$ cat src/rtl/traffic_pkg.sv
// Shared constants for the traffic-light controller and its interval timer.
// Holds the default timing values and the one-hot light encodings used by the
// controller and the top level.
package traffic_pkg;

  // Default timer configuration: one clk per tick, 5-tick yellow, 25-tick green.
  localparam int DEF_CNT_W    = 8;
  localparam int DEF_PRESCALE = 1;
  localparam int DEF_TS_TICKS = 5;
  localparam int DEF_TL_TICKS = 25;

  // One-hot light encodings {red, yellow, green}.
  localparam logic [2:0] RED = 3'b100;
  localparam logic [2:0] YEL = 3'b010;
  localparam logic [2:0] GRN = 3'b001;

endpackage

$ cat src/rtl/traffic_timer_tick_gen.sv
// Prescaler for the traffic timer: divides clk into timing ticks.
// pcnt runs 0..PRESCALE-1 while enabled; tick_int is high in the last slot,
// and the counter wraps to 0 on that same edge. clr restarts the count and
// wins over en; rst wins over everything.
module tick_gen
  import traffic_pkg::*;
#(
  parameter int PRESCALE = DEF_PRESCALE
) (
  input  logic clk,
  input  logic rst,
  input  logic clr,
  input  logic en,
  output logic tick_int
);

  // A single-bit counter is kept even for PRESCALE=1; it simply stays at 0.
  localparam int PW = (PRESCALE > 1) ? $clog2(PRESCALE) : 1;
  localparam logic [PW-1:0] LAST = PW'(PRESCALE - 1);

  if (PRESCALE < 1) begin : g_bad_prescale
    $error("tick_gen: PRESCALE must be at least 1");
  end

  logic [PW-1:0] pcnt_q;
  logic [PW-1:0] pcnt_d;

  // Tick fires in the last prescaler slot, only while counting is enabled.
  assign tick_int = en && (pcnt_q == LAST);

  // Next prescaler value: clear beats enable, wrap on the tick slot.
  always_comb begin
    pcnt_d = pcnt_q;
    if (clr) begin
      pcnt_d = '0;
    end else if (en) begin
      pcnt_d = (pcnt_q == LAST) ? '0 : pcnt_q + 1'b1;
    end
  end

  // Prescaler register with synchronous reset.
  always_ff @(posedge clk) begin
    if (rst) begin
      pcnt_q <= '0;
    end else begin
      pcnt_q <= pcnt_d;
    end
  end

endmodule

$ cat src/rtl/traffic_timer.sv
// Interval timer paired with the traffic-light controller.
// Counts prescaled ticks since the last start/clear pulse (sc) and decodes the
// short (ts) and long (tl) timeout levels from the registered count. The count
// saturates at TL_TICKS so both levels stay high until the next restart, which
// lets the controller wait in green for a car after tl.
// Edge priority: rst > sc > en. Outputs depend only on registers.
module traffic_timer
  import traffic_pkg::*;
#(
  parameter int CNT_W    = DEF_CNT_W,
  parameter int PRESCALE = DEF_PRESCALE,
  parameter int TS_TICKS = DEF_TS_TICKS,
  parameter int TL_TICKS = DEF_TL_TICKS
) (
  input  logic             clk,
  input  logic             rst,
  input  logic             sc,
  input  logic             en,
  output logic             ts,
  output logic             tl,
  output logic             tick,
  output logic [CNT_W-1:0] count
);

  if (TS_TICKS < 1) begin : g_bad_ts
    $error("traffic_timer: TS_TICKS must be at least 1");
  end
  if (TL_TICKS <= TS_TICKS) begin : g_bad_order
    $error("traffic_timer: TL_TICKS must exceed TS_TICKS");
  end
  if (TL_TICKS > (2 ** CNT_W) - 1) begin : g_bad_width
    $error("traffic_timer: TL_TICKS does not fit in CNT_W bits");
  end

  localparam logic [CNT_W-1:0] TS_C = CNT_W'(TS_TICKS);
  localparam logic [CNT_W-1:0] TL_C = CNT_W'(TL_TICKS);

  logic             tick_int;
  logic [CNT_W-1:0] count_q;
  logic [CNT_W-1:0] count_d;
  logic             tick_q;
  logic             tick_d;

  // sc doubles as the prescaler clear so a restart realigns the tick phase.
  tick_gen #(
    .PRESCALE(PRESCALE)
  ) u_tick_gen (
    .clk     (clk),
    .rst     (rst),
    .clr     (sc),
    .en      (en),
    .tick_int(tick_int)
  );

  // Next count and tick pulse: sc restarts, ticks advance up to saturation.
  always_comb begin
    count_d = count_q;
    tick_d  = 1'b0;
    if (sc) begin
      count_d = '0;
    end else if (tick_int) begin
      tick_d = 1'b1;
      if (count_q != TL_C) begin
        count_d = count_q + 1'b1;
      end
    end
  end

  // Counter and tick registers with synchronous reset.
  always_ff @(posedge clk) begin
    if (rst) begin
      count_q <= '0;
      tick_q  <= 1'b0;
    end else begin
      count_q <= count_d;
      tick_q  <= tick_d;
    end
  end

  // Timeout levels decode the registered count only.
  assign ts    = (count_q >= TS_C);
  assign tl    = (count_q >= TL_C);
  assign tick  = tick_q;
  assign count = count_q;

endmodule
$ cat config.mk
export PLATFORM = sky130hd
export DESIGN_NAME = traffic_timer
export DESIGN_NICKNAME = d
export VERILOG_FILES = /design/src/rtl/traffic_pkg.sv /design/src/rtl/traffic_timer_tick_gen.sv /design/src/rtl/traffic_timer.sv
export SDC_FILE = /design/constraint.sdc
export NUM_CORES = 1
export LEC_CHECK = 0
export BUFFER_PORTS_ARGS = -buffer_cell sky130_fd_sc_hd__buf_2
export CAP_MARGIN = 10
export CORE_AREA = 2 2 39 41
export CTS_CLUSTER_SIZE = 8
export DETAILED_ROUTE_END_ITERATION = 8
export DIE_AREA = 0 0 41 43
export REMOVE_ABC_BUFFERS = 1
export SETUP_SLACK_MARGIN = 0.1
export SYNTH_ARGS = -nofsm -noshare
export SYNTH_HDL_FRONTEND = slang
export SYNTH_SLANG_ARGS = --single-unit
$ cat constraint.sdc
create_clock -name clk -period 1.7 [get_ports clk]
set_input_delay 0.34 -clock clk [delete_from_list [all_inputs] [get_ports clk]]
set_output_delay 0.34 -clock clk [all_outputs]
set_load 0.03 [all_outputs]
; ---- After elaboration in Yosys (flattened, before gate mapping)
; Cells that the tools add are included.
[word_totals]
wordCells = 14
output_inout_bits = 11
inputBits = 4
ff_bits = 10
[classes]
reduce_logical = 3
muxes = 2
bitwise = 1
n_addsub = 2
order_cmp = 2
n_eq_ne = 1
[ops]
columns = operator, n
row1 = "adder 8 x 1 -> 8 bit, second input constant", 1
row2 = "greater-or-equal comparator 8 x 3 -> 1 bit, second input constant", 1
row3 = "greater-or-equal comparator 8 x 5 -> 1 bit, second input constant", 1
row4 = "!= test 8 x 5 -> 1 bit, second input constant", 1
row5 = two-way mux 1 bit, 2
row6 = AND reduction 2 bit, 1
row7 = OR reduction 2 bit, 1
row8 = "adder 1 bit, second input constant", 1
row9 = logical AND 1 bit, 1
row10 = NOT 1 bit, 1

; ---- Logic depth before layout (Yosys ltp)
; Gate-level depths: netlist of the first run.
[logic_depth]
depth_word = 3
ltp_mapped = 5
mapped_depth_nobuf = 5

; ---- By module
; Synthesis of the first run repeated with hierarchy kept, for this count alone.
[unflattened]
cells_unflattened = 59
hier_area_um2 = 495.5
[modules_own_cells]
columns = module, seq_area_each_um2, area_each_um2, cells_each, n_inst
row1 = traffic_timer, 180.2, 488.0, 58, 1
row2 = tick_gen, 0.0, 7.5, 1, 1

; ---- Worst setup path before layout of the first run
; Ideal clock, no wire load.
[synth_path]
kind = reg2out
start = reg count_q[0] (netlist: count[0])
end = out tl
required_time_ns = 1.360
slack_ns = -0.344
path_stages_with_launch = 6
n_path_buf = 0
arrival_time_ns = 1.704
cell_sequence = dfxtp_1 > inv_1 > ha_1 > nand2b_1 > nor2_1 > o21ai_0
[synth_between]
elab_chain_cells = 1
[synth_lines]
columns = item, line_no
row1 = from (decl), traffic_timer.sv:39  ; logic [CNT_W-1:0] count_q;
row2 = from (signal assigned), traffic_timer.sv:75  ; count_q <= count_d;
row3 = greater-or-equal comparator 8 x 5 -> 1 bit, traffic_timer.sv:82  ; assign tl = (count_q >= TL_C);
row4 = to (decl), traffic_timer.sv:20  ; output logic tl,
; No other way between the ends.

; ---- Worst setup path in the final report of the first run
[layout_path]
start = reg count_q[1] (netlist: count[1])
end = out ts
[layout_between]
elab_chain_cells = 1
[layout_lines]
columns = item, line_no
row1 = greater-or-equal comparator 8 x 3 -> 1 bit, traffic_timer.sv:81  ; assign ts = (count_q >= TS_C);
row2 = to (decl), traffic_timer.sv:19  ; output logic ts,
; No other way between the ends.

==> results of run 1 <==
[per-layer routing]
metal	routed length (um)	GRT usage [%]
met5	0	0
met3	78	6.28
met1	445	16.1
met2	503	24.7
met4	27	8.00
[metrics by stage]
stage | area, um2 | setup slack, ps | util, %
detailed placement | 582 | 133 | 42.0
CTS | 679 | 7.99 | 49.1
global placement | 582 | 156 | 42.0
floorplan | 477 | -366 | -
global route | 692 | -93.5 | 50.0
finish | 692 | -9.38 | 50.0
[kinds of logic (layout without fill, tap and decap cells)]
kind of cell	count (synthesis)	after routing
compound gates	11	11
xor+xnor	2	2
fa+ha+maj	3	3
buf+inv	6	27
flops	9	9
mux	2	2
simple gates	25	25
[worst max-delay path, cell delays in order (launching register included)]
cell and delay [ps]:
dfxtp_2 350, inv_4 50, ha_4 150, nand2b_4 140, a211oi_2 170, nand2_1 90, buf_6 150
[sequential cells by signal, indices dropped and copies added (netlist names)]
| signal | count |
|---|---|
| count | 8 |
| tick | 1 |
[power by group]
group | switching [W] | internal [W] | total (W)
registers | 0.00000249 | 0.000213 | 0.000215
clock network | 0.0000765 | 0.0000906 | 0.000167
logic | 0.0000262 | 0.0000218 | 0.0000480
[cell usage after synthesis, types with 2 or more instances]
cell type and count:
nand4_1 2, nand3_1 2, ha_1 3, a21oi_1 4
nor2_1 5, mux2i_1 2, inv_1 4, xor2_1 2
o21ai_0 4, nand2_1 8, dfxtp_1 9
[what timing repair did]
item                       4_1_cts  5_1_grt
gates cloned                     0        0
buffers inserted                 2        1
pin swaps                        2        0
gates resized for setup         15        3
setup endpoints to repair        2        2
[layout make-up]
type / instances / area, um2 / share of cell area, %
Sequential cell: 9 / 185 / 26.8
Timing Repair Buffer: 19 / 116 / 16.8
Multi-Input combinational cell: 43 / 327 / 47.2
Inverter: 4 / 17.5 / 2.53
Tap cell: 16 / 20.0 / 2.89
Clock buffer: 4 / 26.3 / 3.80
[path summary, 6_finish.rpt]
| kind | startpoint | endpoint |
|---|---|---|
| max | count[1] | ts |
| min | rst | count[1] |
| max reg2reg | count[2] | count[7] |
| min reg2reg | count[7] | count[7] |
==> metrics.cfg, run 1 <==
[grt]
grtUsageTotal_pct=15.4
grt_pass1_wl_um=1770
grt_max_degree=10
antenna_found_initial=0
overflow=0
grt_pass1_vias=429

[worst_setup_path]
r2r_setup_slack_ps=260
criticalPathCategory=flip-flop to primary output
endpoint_kind=primary output
cp.arrival_ps=1370
crit_required_ps=1360
cp-start-kind=flip-flop
crit_fanout=2
reg2regPathDepth=3

[cts]
cts_root_buffer=clkbuf_4
clk_latency_ps=260
h-tree-depth=1
clkTransAtPathRegs_ps=60
tritoncts=built
cts_buffer_depth=2
cts_made_buffers=3
clock-sinks=9
ctsHoldBuffers=0

[synthesis]
synth-adder-area-share_pct=7.69
synth-seq-cells=9
yosysUniqueCellTypes=24
synth.area.mux_share_pct=4.10
synth_top_family_by_area=simple AND/OR/NAND/NOR gates
synth_area_leaders=dfxtp_1, ha_1, nand2_1
async_flop_share_pct=0
ys_seq_area_share_pct=36.9
yosysWarningCount=0
netlist.area_leader.share_pct=36.9
netlist_area_um2=488
yosys.area.top_type=dfxtp_1
synth_xor_xnor_area_share_pct=3.59
synth_flop_cell=dfxtp_1
synth_compound_area_share_pct=13.6
synth_edf_count=0
yosys.area_share.simple_pct=28.7
synth_cells=58
syn-mean-instance-area_um2=8.41

[sta]
hold_violations=0
fin_crit_sh_pct=101
setup_viol=1
fin_ws_ps=-9.38
drv_slew=0
fmax_mhz=585
slew_headroom_pct=75.6
grt_setup_unrepaired=yes
worst_pin_slew_ps=365
period_minus_slack_ps=1710
skew_ps=1.77
setup_tns_ps=-9.38
hold_ws_ps=381

[floorplanning]
io_pins=15
dieHeight_um=43
design.die.area_um2=1760
initial_utilization_pct=35.3
core.rowCount=14
core_area_um2=1380
fp.dieW_um=41

[place]
dp.cells=88
gp_congestion=0.779
port_buffers=14

[finish]
layout_commonest_cell=buf_2
mostFrequentLayoutCells=buf_2, nand2_1, dfxtp_1, buf_4
drive_gt1_share_pct=44.3
nets=87
syn_to_final_growth_pct=41.8
final_cells=95
final.fill_count=141
diodes=0

[power]
totalPowerFinal_w=0.000430
peakVddDrop_v=0.000308
leakage_nw=0.304
power_density_nw_per_um2=622

[routing]
viasPerCell=4.82
drt-wirelength-per-cell_um=11.1
ant_nets=0
drtIter0Drc=2
wl_um=1060
num_vias=458
first_pass_iters=2
post-route-drc-count=0

[status]
status=finished with violations
failed_checks=negative setup slack

[hold_path]
min_path_type=input pin to flip-flop
hold_depth=4

[flow_run]
maxCapViolCount=0

Power figures use the tool's default switching activity.
==> run 2: changes to the inputs <==
Settings changed: BUFFER_PORTS_ARGS -buffer_cell sky130_fd_sc_hd__buf_2 to -buffer_cell sky130_fd_sc_hd__clkbuf_2, RECOVER_POWER set to 25.
==> metrics.cfg, run 2 (synthesis results as in run 1) <==
[status]
status=finished, final reports clean  ; was finished with violations

[worst_setup_path]
criticalPathCategory=flip-flop to primary output  ; unchanged
cp_cell_sequence=inv_2, ha_4, nand2b_4, a211oi_2, nand2_1, clkbuf_8  ; was inv_4, ha_4, nand2b_4, a211oi_2, nand2_1, buf_6
path_buf_inv=2  ; unchanged
r2r-end=count[7]  ; unchanged
reg2regPathDepth=3  ; unchanged
cp_slowest_cell=dfxtp_2  ; unchanged
r2r-start=count[2]  ; unchanged
critPathMaxStageDelay_ps=330  ; was 350 ps
crit_required_ps=1360  ; about the same
r2r_setup_slack_ps=270  ; was 260 ps
cp-start-kind=flip-flop  ; unchanged
crit_fanout=3  ; was 2
endpoint_kind=primary output  ; unchanged
cp.arrival_ps=1360  ; was 1370 ps
crit_family=flip-flops  ; unchanged

[cts]
h-tree-depth=1  ; unchanged
cts_made_buffers=3  ; unchanged
cts_buffer_depth=2  ; unchanged
clkTransAtPathRegs_ps=60  ; about the same
tritoncts=built  ; unchanged
clk_latency_ps=260  ; about the same
cts_root_buffer=clkbuf_4  ; unchanged
clock-sinks=9  ; unchanged
ctsHoldBuffers=0  ; unchanged

[finish]
drive_gt1_share_pct=42.3  ; was 44.3%
final_cells=94  ; was 95
layout_commonest_cell=clkbuf_2  ; was buf_2
mostFrequentLayoutCells=clkbuf_2, nand2_1, dfxtp_1, buf_4  ; was buf_2, nand2_1, dfxtp_1, buf_4
nets=86  ; was 87
syn_to_final_growth_pct=38.2  ; was 41.8%
multi_input_area_um2=317  ; was 327 um2
largest_reg_flops=8  ; unchanged
final.fill_count=140  ; was 141
diodes=0  ; unchanged
register_area_um2=185  ; unchanged

[sta]
worst_pin_slew_ps=415  ; was 365 ps
period_minus_slack_ps=1700  ; was 1710 ps
fin_ws_ps=2.54  ; was -9.38 ps
setup_viol=0  ; was 1
hold_violations=0  ; unchanged
hold_ws_ps=378  ; was 381 ps
slew_headroom_pct=72.3  ; was 75.6%
fmax_mhz=589  ; was 585 MHz
grt_setup_unrepaired=yes  ; unchanged
drv_slew=0  ; unchanged
fin_crit_sh_pct=99.9  ; was 101%
skew_ps=4.56  ; was 1.77 ps

[routing]
first_pass_iters=4  ; was 2
ant_nets=0  ; unchanged
drtIter0Drc=17  ; was 2
drt-wirelength-per-cell_um=10.8  ; was 11.1 um
top_layer_used=met4  ; unchanged
drt-met1-wl_um=473  ; was 445 um
met3_length_um=82  ; was 78 um
num_vias=467  ; was 458
wl_met2_um=436  ; was 503 um
viasPerCell=4.97  ; was 4.82
post-route-drc-count=0  ; unchanged
wl_um=1010  ; was 1060 um

[place]
port_buffers=14  ; unchanged
dp.cells=89  ; was 88
gp_congestion=0.729  ; was 0.779
dp_slack_ps=131  ; was 133 ps

[grt]
overflow=0  ; unchanged
grt_max_degree=10  ; unchanged
grtUsageTotal_pct=15.0  ; was 15.4%
grt_pass1_wl_um=1780  ; was 1770 um
grt_pass1_vias=419  ; was 429
antenna_found_initial=0  ; unchanged

[floorplanning]
design.die.area_um2=1760  ; unchanged
io_pins=15  ; unchanged
initial_utilization_pct=35.3  ; unchanged
dieHeight_um=43  ; unchanged
fp.dieW_um=41  ; unchanged
core_area_um2=1380  ; unchanged
core.rowCount=14  ; unchanged

[hold_path]
min_path_type=input pin to flip-flop  ; unchanged
hold_depth=4  ; unchanged
hold_start=rst  ; unchanged
holdPathEnd=count[0]  ; was count[1]

[flow_run]
maxCapViolCount=0  ; unchanged

[power]
peakVddDrop_v=0.000414  ; was 0.000308 V
power_density_nw_per_um2=630  ; was 622 nW/um2
leakage_nw=0.286  ; was 0.304 nW
totalPowerFinal_w=0.000425  ; was 0.000430 W

-- run 2: changes by cell type in the layout (fill, tap and decap cells not counted), sizes merged --
| cell | change |
|---|---|
| buf | -14 |
| clkbuf | +13 |
-- run 2: metrics by stage --
step	utilization, %	setup TNS, ps	area, um2
2_1_floorplan	-	-491	477
3_3_place_gp	42.6	0	589
3_5_place_dp	42.6	0	589
4_1_cts	47.5	-9.98	657
5_1_grt	48.7	-84.2	674
6_report	48.7	0	674
-- run 2: worst min-delay path: cells and delay by family --
family                 cells  cell delay (ps)
AND/OR/NAND/NOR            2              130
buffers and inverters      1               80
multiplexers               1               50
-- run 2: layout make-up --
type                    instances  area share (%)
multi-input cells              43            46.9
flip-flops and latches          9            27.5
repair buffers                 18            16.5
clock buffers                   4            3.90
well taps                      16            2.97
inverters                       4            2.23
-- run 2: how the worst max path moves through the flow --
stage,startpoint,end,slack [ps],cells after the start
2_1_floorplan,count[0],tl,-370,5
3_3_place_gp,count[1],ts,160,6
3_5_place_dp,count[1],ts,130,6
4_1_cts,count[1],ts,-10,6
5_1_grt,count[1],ts,-80,6
6_report,count[1],ts,3,6
-- run 2: power by group --
group          total [W]  leakage, nW  internal, W  switching, W
clock           0.000168       0.0150    0.0000906     0.0000774
combinational  0.0000422        0.197    0.0000172     0.0000250
sequential      0.000215       0.0740     0.000213    0.00000215
-- run 2: timing repair --
item,4_1_cts,5_1_grt
pin swaps,2,0
cloned,0,0
setup endpoints to repair,2,2
resized for setup,13,4
buffers inserted,0,1
-- run 2: routing by layer --
metal | vias up | GRT usage, %
met1 | 202 | 21.2
met3 | 2 | 3.14
met2 | 21 | 20.6
li1 | 242 | -
met5 | - | 0
met4 | 0 | 8.00
